==> src/rtl/vram_fetch_arbiter.sv <==
// vram_fetch_arbiter: shares one VRAM port between display prefetch/pixel shift and CPU accesses
module vram_fetch_arbiter #(
  parameter int ADDR_W         = 16,
  parameter int DATA_W         = 8,
  parameter int WORDS_PER_LINE = 100
) (
  input  logic              clk,
  input  logic              clr_n,
  input  logic              frame_start,
  input  logic              line_start,
  input  logic              de,
  output logic              pix_o,
  input  logic              cpu_req,
  input  logic              cpu_we,
  input  logic [ADDR_W-1:0] cpu_addr,
  input  logic [DATA_W-1:0] cpu_wdata,
  output logic              cpu_ack,
  output logic [DATA_W-1:0] cpu_rdata,
  output logic              mem_en,
  output logic              mem_we,
  output logic [ADDR_W-1:0] mem_addr,
  output logic [DATA_W-1:0] mem_wdata,
  input  logic [DATA_W-1:0] mem_rdata
);
  localparam int PH_W = $clog2(DATA_W);
  localparam int IDX_W = $clog2(WORDS_PER_LINE + 1);
  localparam logic [PH_W-1:0] PH_LAST = PH_W'(DATA_W - 1);
  localparam logic [IDX_W-1:0] IDX_END = IDX_W'(WORDS_PER_LINE);
  localparam logic [ADDR_W-1:0] LINE_STEP = ADDR_W'(WORDS_PER_LINE);
  typedef enum logic [1:0] {IDLE, DISP, CPU} state_t;
  state_t state, state_nxt;
  logic live, skip, disp_pend, rd_first, cpu_rd, disp_req, cpu_go;
  logic [ADDR_W-1:0] line_base;
  logic [IDX_W-1:0] idx;
  logic [PH_W-1:0] phase;
  logic [DATA_W-1:0] cur_word, next_word;
  assign disp_req = live && (disp_pend || (de && phase == '0 && idx < IDX_END));
  assign cpu_go = live && cpu_req && !disp_req && state != CPU;
  assign cpu_ack = state == CPU;
  assign cpu_rdata = (cpu_ack && cpu_rd) ? mem_rdata : '0;
  // state holds the access issued last cycle; live keeps the port quiet until the cycle after clear
  always_ff @(posedge clk or negedge clr_n) begin
    if (!clr_n) begin
      state <= IDLE;
      live <= 1'b0;
      cpu_rd <= 1'b0;
    end else begin
      state <= state_nxt;
      live <= 1'b1;
      cpu_rd <= cpu_go && !cpu_we;
    end
  end
  // display fetches win; the CPU gets the next slot that is neither a fetch nor its own ack cycle
  always_comb begin
    state_nxt = disp_req ? DISP : (cpu_go ? CPU : IDLE);
    mem_en = state_nxt != IDLE;
    mem_we = state_nxt == CPU && cpu_we;
    mem_addr = state_nxt == CPU ? cpu_addr : (state_nxt == DISP ? line_base + ADDR_W'(idx) : '0);
    mem_wdata = (state_nxt == CPU && cpu_we) ? cpu_wdata : '0;
  end
  // line base and word index; the first line after frame_start stays at base 0
  always_ff @(posedge clk or negedge clr_n) begin
    if (!clr_n) begin
      line_base <= '0;
      skip <= 1'b0;
      disp_pend <= 1'b0;
      idx <= '0;
      rd_first <= 1'b0;
    end else begin
      disp_pend <= line_start;
      rd_first <= disp_req && idx == '0;
      idx <= line_start ? '0 : (disp_req ? idx + 1'b1 : idx);
      skip <= frame_start ? 1'b1 : (line_start ? 1'b0 : skip);
      line_base <= frame_start ? '0 : ((line_start && !skip) ? line_base + LINE_STEP : line_base);
    end
  end
  // pixel shifter: word 0 lands in cur_word, later words wait in next_word until the last phase
  always_ff @(posedge clk or negedge clr_n) begin
    if (!clr_n) begin
      phase <= '0;
      cur_word <= '0;
      next_word <= '0;
      pix_o <= 1'b0;
    end else begin
      phase <= line_start ? '0 : (de ? phase + 1'b1 : phase);
      pix_o <= de && cur_word[PH_LAST - phase];
      next_word <= (state == DISP && !rd_first) ? mem_rdata : next_word;
      cur_word <= (state == DISP && rd_first) ? mem_rdata : ((de && phase == PH_LAST) ? next_word : cur_word);
    end
  end
endmodule

==> config.mk <==
export PLATFORM = sky130hd
export DESIGN_NAME = vram_fetch_arbiter
export DESIGN_NICKNAME = d
export VERILOG_FILES = /design/src/rtl/vram_fetch_arbiter.sv
export SDC_FILE = /design/constraint.sdc
export NUM_CORES = 1
export LEC_CHECK = 0
export CAP_MARGIN = 30
export CELL_PAD_IN_SITES_DETAIL_PLACEMENT = 2
export CELL_PAD_IN_SITES_GLOBAL_PLACEMENT = 2
export CORE_MARGIN = 4
export CORE_UTILIZATION = 30
export CTS_BUF_LIST = sky130_fd_sc_hd__clkbuf_8
export DETAILED_ROUTE_END_ITERATION = 7
export GPL_TIMING_DRIVEN = 0
export MAX_ROUTING_LAYER = met4
export PLACE_DENSITY = 0.9
export SLEW_MARGIN = 20
export SYNTH_ARGS = -nofsm -noshare
export SYNTH_HDL_FRONTEND = slang
export SYNTH_SLANG_ARGS = --single-unit
==> constraint.sdc <==
create_clock -name clk -period 2.7 [get_ports clk]
set_input_delay 0.54 -clock clk [delete_from_list [all_inputs] [get_ports clk]]
set_output_delay 0.54 -clock clk [all_outputs]
set_load 0.02 [all_outputs]
==> key figures <==
STA
  • Setup violations, final: 2
  • Worst-Margin Slew: 0.752 ns
  • Final Hold Violating Endpoints: 0
  • Fin. max-slew vios: 0
  • Rel. slew slack: 49.7%
  • Fin worst setup slack: -0.0717 ns
  • WHS: 0.234 ns
  • RSZ-0062 raised after global routing: yes
  • Clock skew: 0.0136 ns
  • Part of the cycle the worst path needs: 103%
  • Fmax: 361 MHz
  • Clock period minus worst slack: 2.77 ns

Global routing
  • First-pass GRT wire length: 16.3 mm
  • GRT Total Usage: 19.4%
  • GR Overflow Total: 0
  • Vias in the first global route: 2965
  • Initial antenna violation count: 0
  • Largest net degree at the start of global routing: 26

Critical path
  • CP endpoint kind: output port
  • Req. time, crit path: 2.16 ns
  • Crit path cell chain: ha_4 > nor2_1 > nor2_2 > nand3_1 > xor2_2 > o32ai_2 > buf_4
  • Max incr delay on CP: 0.47 ns
  • Worst path slowest cell: dfrtp_1
  • Crit Path Class: reg -> out
  • Reg2reg path depth: 9
  • Reg2reg end: idx[4]
  • CP bufs+invs: 1
  • Reg2reg setup slack: 0.78 ns
  • CP arrival: 2.23 ns
  • Crit path launch type: flop
  • Reg-to-reg startpoint: idx[4]
  • Worst path top cell family by delay: simple AND/OR/NAND/NOR gates
  • Crit-path max FO: 5

Pwr
  • PD cells: 487 nW/um^2
  • Tot Pwr: 1.97 mW
  • VDD IR-drop max: 0.202 mV
  • Pleak: 1.84 nW

Cells and area
  • Diode count: 0
  • Register area: 1210 sq um
  • P&R area growth vs syn: 45.3%
  • Share of layout cells above drive strength 1: 26.9%
  • Most frequent cells in the layout: clkdlybuf4s50_1, dfrtp_1, nor2_1
  • Nets@finish: 440
  • Filler cells: 952
  • Layout Utilization: 45.6%
  • Commonest non-fill, non-tap cell in the layout: clkdlybuf4s50_1
  • Area of the multi-input gates: 1620 sq um

CTS
  • TritonCTS Buffers: 5
  • CTS tree: yes
  • CTS clk-pin slew, worst paths: 0.10 ns
  • # clock sinks: 48
  • Clock Path Buffers: 2
  • Hold_buf cts: 0
  • Worst-Skew Late Latency: 0.32 ns
  • Root Buffer: clkbuf_8
  • CTS H-Tree Depth: 2

Synth
  • Avg Inst Size Synth: 9.64 sq um
  • Synth warn: 0
  • FF+latch count, synth: 48
  • Yosys cell types: 40
  • Synth Cell Area: 2780 sq um
  • Synthesized Nets: 338
  • Cells after Synth: 288
  • Post-synthesis sequential area ratio: 43.2%

Run status
  • Failing checks: setup timing
  • Status: complete, but fails checks

Detailed routing
  • Avg WL per Cell: 23.1 microns
  • DRC viols: 0
  • Routed Antenna Nets: 0
  • Vias: 2633
  • Via density: 5.29
  • Drt first-iter violations: 106
  • TritonRoute pass-1 iters: 4
  • Final wirelength: 11.5 mm

Floorplanning
  • I/O pin count: 75
  • Die height: 104 microns
  • DIE AREA: 10900 sq um
  • Chip width: 104 microns
  • Initial Util: 31.4%
  • Site Rows: 34
  • Area of the core: 8850 sq um

Placement
  • Port Buffers: 73
  • Placer's final routability congestion estimate: 0.772
  • HPWL Detailed: 6.87 mm
  • Pre-CTS WS: -0.590 ns

Job
  • Max-capacitance violation count: 0

Min path
  • Hold/Removal Path Class: in -> async
-- per-stage QoR --
step	std cells	instance area (sq um)	setup TNS (ns)
2_1_floorplan	288	2780	0
3_5_place_dp	470	3660	-10.27
3_3_place_gp	469	3640	-22.98
5_1_grt	498	4040	-0.820
6_report	498	4040	-0.104
4_1_cts	489	3930	-0.000679
-- registers in the layout, indices dropped and copies added (netlist names), 2 cells and up --
register   flops
state          2
phase          3
cur_word       8
idx            7
line_base     14
next_word      8
-- routing by layer --
layer	track usage, %	vias up	part of all wire [%]
li1	-	1196	-
met1	20.9	1346	39
met2	38.0	74	55
met3	2.61	17	3.0
met4	3.61	0	2.5
met5	-	-	0
-- cell usage after synthesis, drive strengths merged --
cell type | instances | area [sq um]
ha | 11 | 138
a21oi | 14 | 70.1
nor2 | 37 | 141
and4 | 2 | 17.5
nand4 | 6 | 37.5
conb | 1 | 3.75
buf | 7 | 43.8
dfrtp | 48 | 1200
mux4 | 2 | 45.0
o211ai | 2 | 15.0
a22o | 1 | 8.76
mux2 | 8 | 90.1
clkbuf | 5 | 18.8
nand3 | 8 | 40.0
nor3b | 1 | 12.5
nor3 | 2 | 10.0
xor2 | 24 | 210
nand2 | 25 | 101
xnor2 | 8 | 70.1
mux2i | 11 | 110
a32o | 1 | 10.0
and3 | 19 | 119
inv | 9 | 33.8
a211oi | 3 | 22.5
a211o | 1 | 8.76
o21ai | 16 | 80.1
and2 | 2 | 12.5
o32ai | 1 | 8.76
o22a | 1 | 10.0
nand2b | 1 | 6.26
and3b | 1 | 8.76
a311oi | 1 | 8.76
nand3b | 4 | 30.0
nor2b | 4 | 25.0
nand4b | 1 | 8.76
-- how the worst max path moves through the flow --
stage	startpoint	to	slack, ns	cells past startpoint
floorplan	line_base[3]	mem_addr[10]	0.11	6
global placement	idx[3]	mem_addr[10]	-0.50	7
detailed placement	idx[3]	mem_addr[11]	-0.59	7
CTS	state[1]	mem_addr[5]	-0.0007	8
global route	idx[2]	mem_addr[8]	-0.13	8
finish	idx[6]	mem_addr[15]	-0.07	7
-- power breakdown --
group	leakage [nW]	internal (mW)	switching [mW]
sequential	0.595	0.815	0.0697
combinational	1.18	0.227	0.227
clock	0.0642	0.365	0.263
-- repair_timing --
item                       in CTS  in global routing
setup endpoints to repair      26                 26
pin swaps                       3                 10
buffers inserted               12                  8
cloned                          0                  1
gates resized for setup       130                 48
-- area by class of cell --
cell class	instances	share of cell area, %
multi-input combinational	219	40.1
sequential	48	30.1
timing repair buffer	95	20.5
tap	108	3.35
buffer	12	1.95
clock buffer	5	1.70
clock inverter	2	1.49
inverter	9	0.837
-- logic make-up (layout without fill, tap and decap cells) --
| logic type | count (synthesis) | after routing | synth area share (%) |
|---|---|---|---|
| xor+xnor | 32 | 32 | 10.1 |
| compound gates | 41 | 41 | 8.74 |
| buf+inv | 21 | 123 | 3.47 |
| simple gates | 113 | 113 | 20.5 |
| other cells | 1 | 1 | 0.135 |
| fa+ha+maj | 11 | 11 | 4.95 |
| mux | 21 | 21 | 8.83 |
| flops | 48 | 48 | 43.2 |
Note: power is estimated with default switching activity, not from simulation.
